$ cat src/rtl/lock_attempt_controller.sv
// lock_attempt_controller
//   Sits between the keypad and the digitalLock state machine. Raw key inputs
//   are edge-detected, and each valid press goes to the lock as a one-cycle
//   pulse. Presses are grouped into DIGITS-long attempts. After each attempt
//   the lock's locked flag is sampled. After MAX_FAILS consecutive failed
//   attempts the lock is reset and entry is blocked for LOCKOUT_CYCLES.
//
// Ports
//   clock        in   system clock, rising edge
//   reset        in   synchronous, active-high
//   key_in       in   [3:0] raw keypad, one bit per key, already synchronised
//   lock_locked  in   locked flag from digitalLock
//   key_out      out  [3:0] key pulses to digitalLock, 0 when idle
//   lock_reset   out  one-cycle reset pulse to digitalLock on lockout entry
//   lockout      out  high while entry is blocked
//   fail_count   out  consecutive failed attempts, saturates at MAX_FAILS
//   digit_count  out  presses forwarded in the current attempt
module lock_attempt_controller #(
    parameter int DIGITS         = 4,
    parameter int MAX_FAILS      = 3,
    parameter int LOCKOUT_CYCLES = 1000,
    parameter int RESULT_DELAY   = 2
) (
    input  logic                               clock,
    input  logic                               reset,
    input  logic [3:0]                         key_in,
    input  logic                               lock_locked,
    output logic [3:0]                         key_out,
    output logic                               lock_reset,
    output logic                               lockout,
    output logic [$clog2(MAX_FAILS+1)-1:0]     fail_count,
    output logic [$clog2(DIGITS+1)-1:0]        digit_count
);

    localparam int FW = $clog2(MAX_FAILS + 1);
    localparam int DW = $clog2(DIGITS + 1);
    localparam int CW = $clog2(RESULT_DELAY + 1);
    localparam int LW = $clog2(LOCKOUT_CYCLES);

    localparam logic [DW-1:0] DIG_LAST  = DW'(DIGITS - 1);
    localparam logic [DW-1:0] DIG_FULL  = DW'(DIGITS);
    localparam logic [FW-1:0] FAIL_LAST = FW'(MAX_FAILS - 1);
    localparam logic [FW-1:0] FAIL_FULL = FW'(MAX_FAILS);
    localparam logic [CW-1:0] DLY_LAST  = CW'(RESULT_DELAY);
    localparam logic [LW-1:0] LOCK_LAST = LW'(LOCKOUT_CYCLES - 1);

    localparam logic [1:0] ENTRY       = 2'd0;
    localparam logic [1:0] WAIT_RESULT = 2'd1;
    localparam logic [1:0] UNLOCKED    = 2'd2;
    localparam logic [1:0] LOCKOUT     = 2'd3;

    logic [1:0]    state;
    logic [3:0]    key_prev;
    logic [CW-1:0] delay_cnt;
    logic [LW-1:0] lock_cnt;
    logic          one_hot;
    logic          press;

    // A press is a one-hot key rising out of an all-idle keypad. Chords and
    // held keys never qualify. A key held across a state change stays
    // silent until it is released.
    assign one_hot = (key_in != 4'b0) && ((key_in & (key_in - 4'd1)) == 4'b0);
    assign press   = (key_prev == 4'b0) && one_hot;

    assign lockout = (state == LOCKOUT);

    always_ff @(posedge clock) begin
        if (reset) begin
            state       <= ENTRY;
            key_prev    <= 4'b0;
            key_out     <= 4'b0;
            lock_reset  <= 1'b0;
            fail_count  <= '0;
            digit_count <= '0;
            delay_cnt   <= '0;
            lock_cnt    <= '0;
        end else begin
            key_prev   <= key_in;
            key_out    <= 4'b0;
            lock_reset <= 1'b0;
            case (state)
                ENTRY: begin
                    if (press) begin
                        key_out <= key_in;
                        if (digit_count >= DIG_LAST) begin
                            digit_count <= DIG_FULL;
                            delay_cnt   <= '0;
                            state       <= WAIT_RESULT;
                        end else begin
                            digit_count <= digit_count + DW'(1);
                        end
                    end
                end
                WAIT_RESULT: begin
                    // delay_cnt is 0 in the cycle that carries the final
                    // key pulse. The lock's flag is sampled RESULT_DELAY
                    // cycles after that pulse.
                    if (delay_cnt == DLY_LAST) begin
                        digit_count <= '0;
                        if (!lock_locked) begin
                            fail_count <= '0;
                            state      <= UNLOCKED;
                        end else if (fail_count >= FAIL_LAST) begin
                            fail_count <= FAIL_FULL;
                            lock_reset <= 1'b1;
                            lock_cnt   <= '0;
                            state      <= LOCKOUT;
                        end else begin
                            fail_count <= fail_count + FW'(1);
                            state      <= ENTRY;
                        end
                    end else begin
                        delay_cnt <= delay_cnt + CW'(1);
                    end
                end
                UNLOCKED: begin
                    // When the lock is open, keys pass through so that it
                    // can be re-locked. These presses are not counted.
                    if (press) begin
                        key_out <= key_in;
                    end
                    if (lock_locked) begin
                        digit_count <= '0;
                        state       <= ENTRY;
                    end
                end
                default: begin
                    // LOCKOUT: lock_cnt is 0 in the entry cycle, so the
                    // window is exactly LOCKOUT_CYCLES long.
                    if (lock_cnt == LOCK_LAST) begin
                        fail_count  <= '0;
                        digit_count <= '0;
                        state       <= ENTRY;
                    end else begin
                        lock_cnt <= lock_cnt + LW'(1);
                    end
                end
            endcase
        end
    end

endmodule
$ cat config.mk
export PLATFORM = sky130hd
export DESIGN_NAME = lock_attempt_controller
export DESIGN_NICKNAME = d
export VERILOG_FILES = /design/src/rtl/lock_attempt_controller.sv
export SDC_FILE = /design/constraint.sdc
export NUM_CORES = 1
export LEC_CHECK = 0
export ABC_AREA = 0
export CORE_MARGIN = 4
export CORE_UTILIZATION = 55
export DETAILED_ROUTE_END_ITERATION = 10
export GPL_TIMING_DRIVEN = 0
export PLACE_DENSITY = 0.89
export SETUP_SLACK_MARGIN = 0.3
export SYNTH_ARGS = -nofsm -noshare
export SYNTH_HDL_FRONTEND = slang
export SYNTH_SLANG_ARGS = --single-unit
$ cat constraint.sdc
create_clock -name clock -period 5.05 [get_ports clock]
set_clock_uncertainty 0.2 [all_clocks]
set_input_delay 0.505 -clock clock [delete_from_list [all_inputs] [get_ports clock]]
set_output_delay 0.505 -clock clock [all_outputs]
set_load 0.03 [all_outputs]
[After elaboration in Yosys (flattened, before gate mapping)]
Index checks and enable logic that the tools add are counted.
Word-level totals
  register bits: 28
  bits in latches: 0
  memory bits (writable): 0
  ROM bits: 0
  output and inout port bits: 11
  memories kept: 0
Operators by class
  add/sub/neg operators: 5
  $mul: 0
  div/mod/pow operators: 0
  magnitude comparators: 2
  equal/unequal tests: 13
  shift operators: 0
  multiplexer cells: 28
  bitwise logic cells: 6
  reduce and logical (&&, ||, !) cells: 17
Operators with widths (count)
  $mux 10: 4
  $mux 2: 13
  $pmux 10 s2: 1
  $mux 3: 5
  $ne 2x2->1 const B: 7
  $add 10x1->10 const B: 1
  $eq 10x10->1 const B: 1
  $reduce_and 5->1: 2
  $pmux 3 s3: 1
  $logic_not 4->1: 2
  $pmux 2 s2: 2
  $reduce_and 4->1: 2
  $reduce_bool 4->1: 2
  $eq 2x2->1 const B: 3
  $pmux 2 s3: 1
  $not 1->1: 5
  $add 2x1->2 const B: 2
  $and 4x4->4: 1
  $reduce_bool 2->1: 2
  $reduce_or 4->1: 1
  $sub 4x1->4 const B: 1
  $add 3x1->3 const B: 1
  $ge 3x2->1 const B: 1
  $reduce_and 3->1: 1
  8 further kinds: 9

[Longest topological paths before layout]
  word-level depth: 7
  mapped depth: 7

[Worst setup path after synthesis]
Ideal clock, no wire load.
  kind: input -> register
  start: input key_in[1]
  end: register state[0]
  arrival time: 1.875 ns
  setup slack: 2.889 ns
  stages: 4
  path buffers: 0
  cell sequence: or4b_1 o311a_1 or4_1 a221oi_2
On the way
  longest elaborated chain between the ends: 7
  elaborated cells between the ends (all ways): 8
RTL lines
  start: declaration: line 26  | input logic [3:0] key_in,
  $sub 4x1->4: line 62  | assign one_hot = (key_in != 4'b0) && ((key_in & (key_in - 4'd1)) == 4'b0);
  $and 4x4->4: line 62
  $logic_not 4->1: line 62
  $logic_and 1x1->1 (*): line 62
  $logic_and 1x1->1 (*): line 63  | assign press = (key_prev == 4'b0) && one_hot;
  $ne 2x2->1 (no line) (*)
  $reduce_and 5->1 (no line) (*)
  end signal: assignment: line 69  | state <= ENTRY;
  end signal: assignment: line 88  | state <= WAIT_RESULT;
  end signal: assignment: line 102  | state <= UNLOCKED;
  end: declaration: line 52  | logic [1:0] state;
Every way passes the cells marked *; elsewhere a longest branch is shown, timed or not.
A chain may end at the register's enable or synchronous reset.

[Worst setup path in the final report]
  start: register state[0]
  end: output lockout
On the way
  longest elaborated chain between the ends: 1
RTL lines
  $eq 2x2->1: line 65  | assign lockout = (state == LOCKOUT);
  end: declaration: line 30  | output logic lockout,
Every way passes these cells.

==> run summary <==
Total GRT Usage -> 0.191
internal power -> 0.280 mW
RSZ-0062 raised after global routing -> no
vias in the first global route -> 1133
final hold vios -> 0
Die H -> 58.2 um
Cells after DPL -> 204
layout cells sized above 1 -> 0.0500
sequential fraction of design power -> 0.621
Fill cells -> 178
kind of end point of the critical path -> output pin
CP max-delay cell -> clkdlybuf4s50_1
first-pass GRT wire length -> 5020 um
worst-margin pin slew -> 0.767 ns
# port buffers -> 16
Switch Pwr -> 0.0827 mW
vias per inst -> 6.29
R2R depth -> 7
Clk pwr share -> 0.299
Cells after Synth -> 160
family with the most delay on the worst path -> buffers and inverters
kind of critical path -> flop to output pin
final net count -> 192
total CTS buffers -> 3
asr flop ratio synth -> 0
max-cap violations -> 0
area delta synth->final -> 16.7%
Leak -> 0.543 nW
end of the worst register-to-register path -> lock_cnt[7]
Ports -> 18
drt pass-1 iters -> 4
syn_nets -> 171
worst r2r src -> delay_cnt[0]
critical path buffer and inverter count -> 2
Skew-Pair Late Insertion Delay -> 0.33 ns
Ant. Diodes -> 0
die extent in x -> 58.2 um
Initial Util -> 0.604
Synth top area share -> 0.404
worst hold stages -> 2
DR iter-0 viols -> 58
post-route ant nets -> 0
peak supply drop -> 0.212 mV
Post-synth EDFFs -> 0
# rows -> 17
crit path DAT -> 2.03 ns
DRC Markers -> 0
max incr delay on CP -> 0.69 ns
fin crit period -> 2.74 ns
non-filler instance count after layout -> 208
CTS tree -> built
synth unique cells -> 47
warnings from Yosys -> 0
Slew headroom -> 0.482
# hold bufs at CTS -> 0
top-count cell post-synth -> dfxtp_1
Mapped Avg Cell Area -> 8.67 um2
Remaining Overflow, GRT -> 0
area of the multi-input gates -> 777 um2
ys flop type -> dfxtp_1
Root Buffer -> clkbuf_4
status -> complete, no violations
Clock Path Buffers -> 2
core area -> 2300 um2
Setup crit start kind -> flop
H-tree Lvls -> 1
final setup vio count -> 0
pwr/cell area -> 224 nW/um2
DIE AREA -> 3390 um2
postcts setup bufs -> 0
#FFs+latches synth -> 28
Worst EP required -> 4.35 ns
worst-path cell chain -> clkbuf_1, and2_1, clkdlybuf4s50_1
GPL Wtd Cong -> 0.919
setup TNS -> 0 ns
Switching Share -> 0.228
Comb power frac -> 0.080
critical-path maximum fanout -> 10
R2R Setup Slk -> 2.69 ns
CTS-repair resized insts -> 0
Tcrit/Tclk final -> 0.542
synth cell count leaders -> dfxtp_1, nand2_1, nor2_1
DP Wirelength -> 2280 um
Worst Hold End -> lock_cnt[1]
Hold WC Path Type -> flop to flop
largest cells by area after synthesis -> dfxtp_1, ha_1, nand2_1
clock sink count -> 28
antenna violations before repair -> 0
area leader, netlist -> dfxtp_1
Routed Wire Length -> 3080 um
Max Freq -> 365 MHz
largest net degree at the start of global routing -> 16
Post-Syn Area -> 1390 um2
Reg clk slew, reported paths -> 0.14 ns
post-synthesis sequential area ratio -> 0.404
fin. max-slew vios -> 0
FF+latch area -> 561 um2
drt wl/cell -> 14.8 um
hold wc startpoint -> lock_cnt[1]
via count -> 1308
==> logic make-up (layout without fill, tap and decap cells) <==
kind of cell / after synthesis / after routing / share of synthesized area
AOI/OAI and AO/OA: 38 / 38 / 0.199
xor gates and xnor gates: 5 / 5 / 0.0316
adders and majority gates: 4 / 4 / 0.0361
buffers and inverters: 13 / 33 / 0.0361
DFF: 28 / 28 / 0.404
and+or+nand+nor: 72 / 72 / 0.293
==> sequential cells by signal, summed over array words and instances (netlist names) <==
signal / flops
state: 2
digit_count: 3
fail_count: 2
key_out: 4
delay_cnt: 2
lock_cnt: 10
lock_reset: 1
key_prev: 4
==> worst reg2reg max path: cells and delay by family (launching register included) <==
family,cells,cell delay [ns]
adder cells (fa/ha/maj),1,0.27
AO/OA/AOI/OAI,1,0.37
AND/OR/NAND/NOR,3,0.79
flip-flops,1,0.42
buffers and inverters,2,0.26
==> per-layer routing <==
metal  GRT usage  vias to the layer above  part of all wire
met3      0.0356                       10             0.058
met5           0                        -                 0
met1       0.250                      607              0.47
met4      0.0795                        0             0.020
met2       0.306                       44              0.45
li1            -                      647                 -
==> layout by cell type (no fill, tap or decap), types with 2 or more instances in the layout <==
cell type,netlist,layout
dfxtp_1,28,28
clkdlybuf4s50_1,0,16
nand2_1,12,12
nor2_1,10,10
nor3_1,7,7
a21oi_1,7,7
clkbuf_1,6,6
inv_1,5,5
nand3_1,5,5
nand2b_1,5,5
nor2b_1,5,5
and3_1,5,5
nand4_1,4,4
or3_1,4,4
or4_1,4,4
xnor2_1,4,4
ha_1,4,4
o211ai_1,3,3
o21ai_1,3,3
clkbuf_4,0,3
a31oi_1,2,2
or4b_1,2,2
o311a_1,2,2
o22ai_1,2,2
a211oi_1,2,2
a32oi_1,2,2
a311oi_1,2,2
nor4_1,2,2
o21ai_0,2,2
o31ai_1,2,2
==> stage by stage <==
stage / setup slack [ns] / hold WS (ns) / power, mW / util / cell area (um2)
6_report: 2.31 / 0.313 / 0.362 / 0.705 / 1620
3_3_place_gp: 2.31 / 0.282 / 0.257 / 0.689 / 1580
2_1_floorplan: 2.89 / 0.272 / 0.246 / - / 1390
5_1_grt: 2.23 / 0.317 / 0.375 / 0.705 / 1620
3_5_place_dp: 2.28 / 0.290 / 0.258 / 0.689 / 1580
4_1_cts: 2.31 / 0.303 / 0.365 / 0.705 / 1620
==> power groups by stage <==
stage | Sequential, mW | Combinational [mW] | Clock [mW]
after floorplan | 0.232 | 0.0144 | 0
after detailed placement | 0.230 | 0.0285 | 0
after CTS | 0.225 | 0.0286 | 0.112
final | 0.225 | 0.0291 | 0.108
after global routing | 0.225 | 0.0311 | 0.119
after global placement | 0.230 | 0.0272 | 0
==> layout make-up <==
class | count | area share
timing repair buffer | 16 | 0.0989
sequential | 28 | 0.346
buffer | 7 | 0.0170
tap | 28 | 0.0216
inverter | 6 | 0.0139
clock buffer | 4 | 0.0224
multi-input combinational | 119 | 0.480
==> worst max-delay path by stage <==
stage	start	end	cells past startpoint
after floorplan	key_in[1]	state[0]	4
after detailed placement	key_in[1]	state[0]	5
after CTS	state[0]	lockout	3
after global placement	key_in[1]	state[0]	5
final	state[0]	lockout	3
after global routing	state[0]	lockout	3
No activity file was read; power rests on OpenSTA's default activity.
